### src/rtl/ahb_req_arbiter.sv
// ----------------------------------------------------------------------------
// ahb_req_arbiter
//
// Round-robin arbiter and sequencer that shares one ahb_master among NREQ
// requesters. One request is accepted at a time. Its address, write flag and
// write data are latched and driven to the master. A single-cycle enable pulse
// starts the transfer. The arbiter then follows the master through its
// idle -> control -> data -> idle sequence by watching hreadyout. When the
// transfer finishes, the winning requester receives a one-cycle ack, and read
// data is returned on rdata.
//
// Ports
//   hclk        in   1        bus clock, rising edge
//   hreset      in   1        synchronous, active-high reset
//   req         in   NREQ     per-requester request, held until matching ack
//   req_wr      in   NREQ     1 = write, 0 = read (valid while req high)
//   req_addr    in   NREQ*32  packed addresses, requester i at [i*32+:32]
//   req_wdata   in   NREQ*32  packed write data, same layout
//   gnt         out  NREQ     one-hot owner of the master, ISSUE..DONE
//   ack         out  NREQ     one-hot single-cycle completion pulse
//   rdata       out  32       read data, valid while ack is high
//   m_enable    out  1        to ahb_master.enable
//   m_addr      out  32       to ahb_master.addr
//   m_din       out  32       to ahb_master.din
//   m_wr        out  1        to ahb_master.wr
//   m_dout      in   32       from ahb_master.dout
//   hreadyout   in   1        slave ready, same net the master sees
//
// All outputs come straight from flops, so they are glitch-free.
// ----------------------------------------------------------------------------
module ahb_req_arbiter #(
    parameter int NREQ = 4,
    parameter int IDXW = 2
) (
    input  logic                 hclk,
    input  logic                 hreset,
    input  logic [NREQ-1:0]      req,
    input  logic [NREQ-1:0]      req_wr,
    input  logic [NREQ*32-1:0]   req_addr,
    input  logic [NREQ*32-1:0]   req_wdata,
    output logic [NREQ-1:0]      gnt,
    output logic [NREQ-1:0]      ack,
    output logic [31:0]          rdata,
    output logic                 m_enable,
    output logic [31:0]          m_addr,
    output logic [31:0]          m_din,
    output logic                 m_wr,
    input  logic [31:0]          m_dout,
    input  logic                 hreadyout
);

    typedef enum logic [2:0] {
        IDLE  = 3'd0,
        ISSUE = 3'd1,
        CTRL  = 3'd2,
        DATA  = 3'd3,
        RESP  = 3'd4,
        DONE  = 3'd5
    } state_t;

    state_t                state_r;
    logic [IDXW-1:0]       idx_r;
    logic [IDXW-1:0]       last_r;
    logic [NREQ-1:0]       gnt_r;
    logic [NREQ-1:0]       ack_r;
    logic [31:0]           rdata_r;
    logic                  m_enable_r;
    logic [31:0]           m_addr_r;
    logic [31:0]           m_din_r;
    logic                  m_wr_r;

    // Arbitration results, only consumed while in IDLE
    logic                  pick_found_s;
    logic [IDXW-1:0]       pick_idx_s;
    logic                  hit_s;
    int                    cand_s;
    logic [31:0]           sel_addr_s;
    logic [31:0]           sel_wdata_s;
    logic                  sel_wr_s;

    // Convert a requester index into its one-hot grant/ack vector.
    function automatic logic [NREQ-1:0] idx_to_onehot(input logic [IDXW-1:0] idx);
        logic [NREQ-1:0] oh;
        oh      = {NREQ{1'b0}};
        oh[idx] = 1'b1;
        return oh;
    endfunction

    // Round-robin search: the first set request after the last winner, wrapping modulo NREQ.
    always_comb begin
        pick_found_s = 1'b0;
        pick_idx_s   = {IDXW{1'b0}};
        hit_s        = 1'b0;
        cand_s       = 0;
        for (int k = 1; k <= NREQ; k++) begin
            cand_s       = (int'(last_r) + k) % NREQ;
            hit_s        = !pick_found_s && req[cand_s[IDXW-1:0]];
            pick_idx_s   = hit_s ? IDXW'(cand_s) : pick_idx_s;
            pick_found_s = pick_found_s | hit_s;
        end
    end

    // Select the winning requester's address, data and direction from the packed buses.
    always_comb begin
        sel_addr_s  = 32'd0;
        sel_wdata_s = 32'd0;
        sel_wr_s    = 1'b0;
        for (int i = 0; i < NREQ; i++) begin
            sel_addr_s  = (pick_idx_s == IDXW'(i)) ? req_addr[i*32 +: 32]  : sel_addr_s;
            sel_wdata_s = (pick_idx_s == IDXW'(i)) ? req_wdata[i*32 +: 32] : sel_wdata_s;
            sel_wr_s    = (pick_idx_s == IDXW'(i)) ? req_wr[i]             : sel_wr_s;
        end
    end

    // Sequencer FSM with registered outputs; a reset mid-transfer aborts it without ack.
    always_ff @(posedge hclk) begin
        if (hreset) begin
            state_r    <= IDLE;
            idx_r      <= {IDXW{1'b0}};
            last_r     <= IDXW'(NREQ - 1);
            gnt_r      <= {NREQ{1'b0}};
            ack_r      <= {NREQ{1'b0}};
            rdata_r    <= 32'd0;
            m_enable_r <= 1'b0;
            m_addr_r   <= 32'd0;
            m_din_r    <= 32'd0;
            m_wr_r     <= 1'b0;
        end else begin
            // Pulse-type outputs default low; only one state raises each of them.
            m_enable_r <= 1'b0;
            ack_r      <= {NREQ{1'b0}};
            case (state_r)
                IDLE: begin
                    if (pick_found_s) begin
                        idx_r      <= pick_idx_s;
                        gnt_r      <= idx_to_onehot(pick_idx_s);
                        m_addr_r   <= sel_addr_s;
                        m_din_r    <= sel_wdata_s;
                        m_wr_r     <= sel_wr_s;
                        // The enable flop is high for exactly the ISSUE cycle.
                        m_enable_r <= 1'b1;
                        state_r    <= ISSUE;
                    end else begin
                        state_r    <= IDLE;
                    end
                end
                ISSUE: begin
                    state_r <= CTRL;
                end
                CTRL: begin
                    state_r <= DATA;
                end
                DATA: begin
                    // The slave may stall indefinitely; no timeout by design.
                    if (hreadyout) begin
                        state_r <= RESP;
                    end else begin
                        state_r <= DATA;
                    end
                end
                RESP: begin
                    // The master holds hrdata on dout once it is back in idle.
                    rdata_r <= m_wr_r ? 32'd0 : m_dout;
                    ack_r   <= idx_to_onehot(idx_r);
                    state_r <= DONE;
                end
                DONE: begin
                    // Requester drops req at this edge, so no arbitration happens here.
                    last_r   <= idx_r;
                    gnt_r    <= {NREQ{1'b0}};
                    rdata_r  <= 32'd0;
                    m_addr_r <= 32'd0;
                    m_din_r  <= 32'd0;
                    m_wr_r   <= 1'b0;
                    state_r  <= IDLE;
                end
                default: begin
                    state_r  <= IDLE;
                    gnt_r    <= {NREQ{1'b0}};
                    rdata_r  <= 32'd0;
                    m_addr_r <= 32'd0;
                    m_din_r  <= 32'd0;
                    m_wr_r   <= 1'b0;
                end
            endcase
        end
    end

    assign gnt      = gnt_r;
    assign ack      = ack_r;
    assign rdata    = rdata_r;
    assign m_enable = m_enable_r;
    assign m_addr   = m_addr_r;
    assign m_din    = m_din_r;
    assign m_wr     = m_wr_r;

endmodule

### config.mk
export PLATFORM = sky130hd
export DESIGN_NAME = ahb_req_arbiter
export DESIGN_NICKNAME = d
export VERILOG_FILES = /design/src/rtl/ahb_req_arbiter.sv
export SDC_FILE = /design/constraint.sdc
export NUM_CORES = 1
export LEC_CHECK = 0
export ABC_AREA = 1
export CORE_AREA = 2 2 156 158
export CTS_BUF_LIST = sky130_fd_sc_hd__clkbuf_4
export CTS_CLUSTER_DIAMETER = 60
export DETAILED_ROUTE_END_ITERATION = 12
export DIE_AREA = 0 0 158 160
export MAX_ROUTING_LAYER = met4
export PLACE_DENSITY_LB_ADDON = 0.12
export REMOVE_ABC_BUFFERS = 1
export SETUP_SLACK_MARGIN = 0.5
export SKIP_LAST_GASP = 1
export SLEW_MARGIN = 20
export SYNTH_ARGS = -nofsm -noshare
export SYNTH_HDL_FRONTEND = slang
export SYNTH_SLANG_ARGS = --single-unit
### constraint.sdc
create_clock -name hclk -period 3 [get_ports hclk]
set_input_delay 0.6 -clock hclk [delete_from_list [all_inputs] [get_ports hclk]]
set_output_delay 0.6 -clock hclk [all_outputs]
set_load 0.01 [all_outputs]
# Word level (Yosys, flattened, before mapping)
# Cells that the tools add are included.
# totals
register_bits	113
# op_classes
add_sub_neg	4
order_cmp	8
n_eq_ne	9
mux	42
bitwise	6
n_reduce_logical	16
# ops
op	n
32-bit two-way mux	11
32-bit one-hot mux with 2 select lines	3
2-bit by 3-bit < comparator with 1-bit output, second input constant	6
3-bit one-hot mux with 5 select lines	1
1-bit two-way mux	13
1-bit binary-select mux with 2-bit select	4
2-bit two-way mux	4
4-bit one-hot mux with 2 select lines	1
4-bit OR reduction	2
3-bit by 2-bit equality test with 1-bit output, second input constant	2
3-bit equality test, second input constant	2
1-bit logical AND	5
2-bit by 1-bit adder with 2-bit output, second input constant	2
2-bit adder, second input constant	2
1-bit demux with 2-bit select	2
2-bit equality test, second input constant	2
2-bit by 1-bit greater-or-equal comparator with 1-bit output, second input constant	2
4-bit two-way mux	1
2-bit AND reduction	2
2-bit OR reduction	2
3-bit by 1-bit equality test with 1-bit output, second input constant	1
1-bit zero test	3
3-bit zero test	1
3-bit two-way mux	1
other kinds (6)	10

# Longest topological paths before layout
# depth
ltp_word	19
ltp_mapped	17

# Least setup slack after synthesis
# Ideal clock, no wire load.
# synth_timing
kind	input to register
start	input req[3]
end	register m_addr_r[31], in the netlist m_addr[31]
t_arrival_ns	1.930
t_required_ns	2.868
setup_slack_ns	0.938
cell_stages	15
path_buffers	1
path_cell_list	nand2_1 nand2_1 nand2_1 nand2_1 nor2_4 nand3b_1 nand2_2 inv_2 nor2_2 buf_2 nand2_1 nand2_1 inv_1 nand2_1 a21oi_1
# synth_between
elab_chain_cells	18
# synth_rtl
item	line	text
start, declared	37	input logic [NREQ-1:0] req,
1-bit binary-select mux with 2-bit select	97	hit_s = !pick_found_s && req[cand_s[IDXW-1:0]];
1-bit two-way mux (not written as such)	97	
1-bit zero test	97	
1-bit logical AND	97	
1-bit bitwise OR	99	pick_found_s = pick_found_s | hit_s;
1-bit zero test	97	
1-bit logical AND	97	
1-bit bitwise OR	99	
1-bit zero test	97	
1-bit logical AND	97	
2-bit two-way mux	98	pick_idx_s = hit_s ? IDXW'(cand_s) : pick_idx_s;
2-bit zero test	109	sel_addr_s = (pick_idx_s == IDXW'(i)) ? req_addr[i*32 +: 32] : sel_addr_s;
32-bit two-way mux (4 in series)	109	
32-bit two-way mux	134	if (pick_found_s) begin
32-bit one-hot mux with 2 select lines	132	case (state_r)
end signal, assigned	137	m_addr_r <= sel_addr_s;
end, declared	68	logic [31:0] m_addr_r;
# Several ways; a longest one is shown, not always the timed one. The select of a mux whose other input is x is not followed.
# A chain may end at the register's enable or synchronous reset.

# Worst setup path after layout
# layout_timing
start	register last_r[0]
end	register m_addr_r[3], in the netlist m_addr[3]
# layout_between
elab_chain_cells	19
# layout_rtl
item	line	text
start, declared	63	logic [IDXW-1:0] last_r;
start signal, assigned	120	last_r <= IDXW'(NREQ - 1);
start signal, assigned	169	last_r <= idx_r;
2-bit by 1-bit adder with 2-bit output	96	cand_s = (int'(last_r) + k) % NREQ;
1-bit binary-select mux with 2-bit select	97	
1-bit two-way mux (not written as such)	97	
1-bit zero test	97	
1-bit logical AND	97	
1-bit bitwise OR	99	
1-bit zero test	97	
1-bit logical AND	97	
1-bit bitwise OR	99	
1-bit zero test	97	
1-bit logical AND	97	
2-bit two-way mux	98	
2-bit zero test	109	
32-bit two-way mux (4 in series)	109	
32-bit two-way mux	134	
32-bit one-hot mux with 2 select lines	132	
# Several ways; a longest one is shown, not always the timed one. The select of a mux whose other input is x is not followed.

==> reports/qor.csv <==
metric,value,unit
cp-end-kind,flop,
synth-seq-cells,113,
netSwitchingPower,2010,uW
pwr-share-seq,32.8,%
path_max_fanout,16,
syn_inst,1144,
antenna_found_initial,2,
synth_simple_gate_area_share,40.6,%
place_area,11300,um^2
worstPathArrival,2.76,ns
cts_tree,done,
wl_per_cell,16.0,um
ys_seq_area_share,32.9,%
hold_viol,0,
yosysWarnings,0,
grt_util_all_layers,23.3,%
portBuffers,404,
fin_skew,0.0214,ns
synth_top_family_by_area,simple AND/OR/NAND/NOR gates,
async_reset_ff_share,0,%
maxCapViolations,0,
area_growth_syn_to_layout,70.4,%
synth_edf_count,0,
post-route-period-util,76.4,%
rsz0062_at_grt,yes,
cts_sinks,113,
synthMuxAreaShare,0,%
clk_latency,0.55,ns
ctsLongestPathBuffers,2,
via_count,8506,
internal_power,3460,uW
synth_top_area_share,32.9,%
place.detailed.hpwl,22100,um
viasPerCell,4.57,
p_leak,0.00522,uW
fin_area,11700,um^2
first_iter_violations,381,
die_w,158,um
outcome,"finished, final reports clean",
syn_area,6870,um^2
core_area,23800,um^2
met3_usage,7.92,%
synth_cell_type_count,29,
syn_avg_cell_area,6.01,um^2
finish.net_count,1821,
hold-path-endpoint,m_addr[15],
synthTopCellsByArea,"dfxtp_1 (33%), nand2_1 (23%), nand3_1 (12%)",
pwr-share-comb,43.3,%
cts.clk_slew.worst_paths,0.13,ns
drt_wl_total,29700,um
clock_power_share,23.9,%
yosysTopAreaCell,dfxtp_1,
worstPathRequired,3.47,ns
finalCriticalPeriod,2.29,ns
switching_share,36.8,%
initial_core_util,28.9,%
globalRoute.busiestLayer,met2,
vdd_drop_max,0.298,mV
worstHoldStart,hreset,
regArea,2260,um^2
htree_levels,4,
dieArea,25300,um^2
grt-ovfl-total,0,
synthTopCellsByCount,"nand2_1 (414), nand3_1 (160), inv_1 (142)",
reg2reg_setup_slack,0.71,ns
ys.flop_type,dfxtp_1,
slew_viol_final,0,
dr.pass1.iters,5,
hp-class,in2reg,
p_total,5470,uW
synth_compound_area_share,12.3,%
slew_headroom,49.4,%
rows,57,
layout-drive-gt1-share,5.34,%
p_per_area,467,nW/um^2
startpoint_type,flop,
synthAdderAreaFrac,0,%
io_pins,405,
grt_first_pass_wirelength,44100,um
grtUsageMet1,25.7,%
drc,0,
synth_xor_xnor_area_share,0,%
setup_viol,0,
ant_nets,0,
yosysMostFrequentCell,nand2_1,
rr_startpoint,last_r[0],
grt_pass1_vias,8063,
r2r_cells,15,
met2_usage,40.4,%
whs_path_depth,2,
fill_cells,2488,
critical_path_class,reg2reg,
grt_max_degree,70,
root_buffer,clkbuf_4,
die_height,160,um
worstMarginPinSlew,0.757,ns
place_congestion,0.850,
fmax,0.436,GHz
r2r_end,m_addr[3],
multiInputGateArea,3660,um^2
cts-buffers-inserted,17,
cell usage in the layout, fill, tap and decap left out, drive strengths merged:
master,n
nand2,417
clkdlybuf4s50,403
nand3,161
inv,150
dfxtp,113
a21oi,81
o21ai,50
buf,31
nand3b,28
nor2,24
clkbuf,19
o21bai,17
clkinv,16
nand4,10
nor3,5
bufinv,3
diode,2
a32oi,2
o211ai,1
o31ai,1
a32o,1
a31oi,1
clkinvlp,1
per-stage QoR:
| stage | setup slack [ns] | util (%) | instances | hold WS, ns | TNS (ns) |
|---|---|---|---|---|---|
| floorplan | -0.614 | - | 1068 | 0.441 | -23.94 |
| global placement | 0.236 | 47.5 | 1824 | 0.452 | 0 |
| detailed placement | 0.197 | 47.5 | 1824 | 0.454 | 0 |
| CTS | 0.654 | 48.8 | 1856 | 0.311 | 0 |
| global route | 0.473 | 49.2 | 1861 | 0.316 | 0 |
| finish | 0.707 | 49.2 | 1861 | 0.358 | 0 |
repair_timing:
item                       4_1_cts  5_1_grt
setup endpoints to repair        0       43
setup buffers                    0        2
hold buffers                     0        0
gates resized for setup          0        7
power groups by stage:
stage / clock (uW) / combinational [uW] / sequential, uW
after floorplan: 0 / 968 / 1900
after global placement: 0 / 2360 / 1820
after detailed placement: 0 / 2370 / 1830
after CTS: 1360 / 2380 / 1800
after global routing: 1420 / 2610 / 1820
final: 1300 / 2370 / 1800
worst max-delay path, cell delays in order, from the launching register on:
cell and delay [ns]:
dfxtp_2 0.37, buf_4 0.16, nand2_1 0.06, nand2_1 0.08, nand2_1 0.11, nand2_2 0.09, nor2_4 0.11, nand4_1 0.19
nand3_4 0.22, nand2_2 0.11, nor2_4 0.22, clkbuf_16 0.22, nand2_1 0.06, nand2_1 0.05, inv_1 0.04, a21oi_1 0.11
cells by family (layout without fill, tap and decap cells):
family	Yosys count	in the layout
other	0	2
AND/OR/NAND/NOR	645	645
buffers and inverters	232	623
AO/OA/AOI/OAI	154	154
flip-flops	113	113
per-layer routing:
metal / share of wire [%] / routed length, um
met1: 40 / 11900
met2: 49 / 14500
met3: 9.3 / 2760
met4: 1.7 / 498
met5: 0 / 0
registers in the layout, indices dropped and copies added, names as in the netlist:
| register | cells |
|---|---|
| m_enable | 1 |
| m_din | 32 |
| state_r | 3 |
| ack | 4 |
| idx_r | 2 |
| rdata | 32 |
| last_r | 2 |
| gnt | 4 |
| m_addr | 32 |
| m_wr | 1 |
worst max-delay path by stage:
stage	start	end	slack [ns]	cells past startpoint
final	last_r[0]	m_addr[3]	0.71	15
after global routing	last_r[0]	m_addr[10]	0.47	15
after CTS	last_r[0]	m_addr[4]	0.65	15
after detailed placement	req[1]	m_addr[31]	0.20	15
after global placement	req[0]	m_addr[31]	0.24	15
after floorplan	last_r[0]	m_addr[18]	-0.61	15
final cells by class:
cell class / count / share of cell area (%)
repair buffers: 435 / 38.2
flip-flops and latches: 113 / 19.3
clock inverters: 14 / 1.54
multi-input cells: 799 / 31.3
inverters: 156 / 5.02
clock buffers: 18 / 1.15
diodes: 2 / 0.0427
well taps: 324 / 3.46
(Power assumes the default switching activity.)
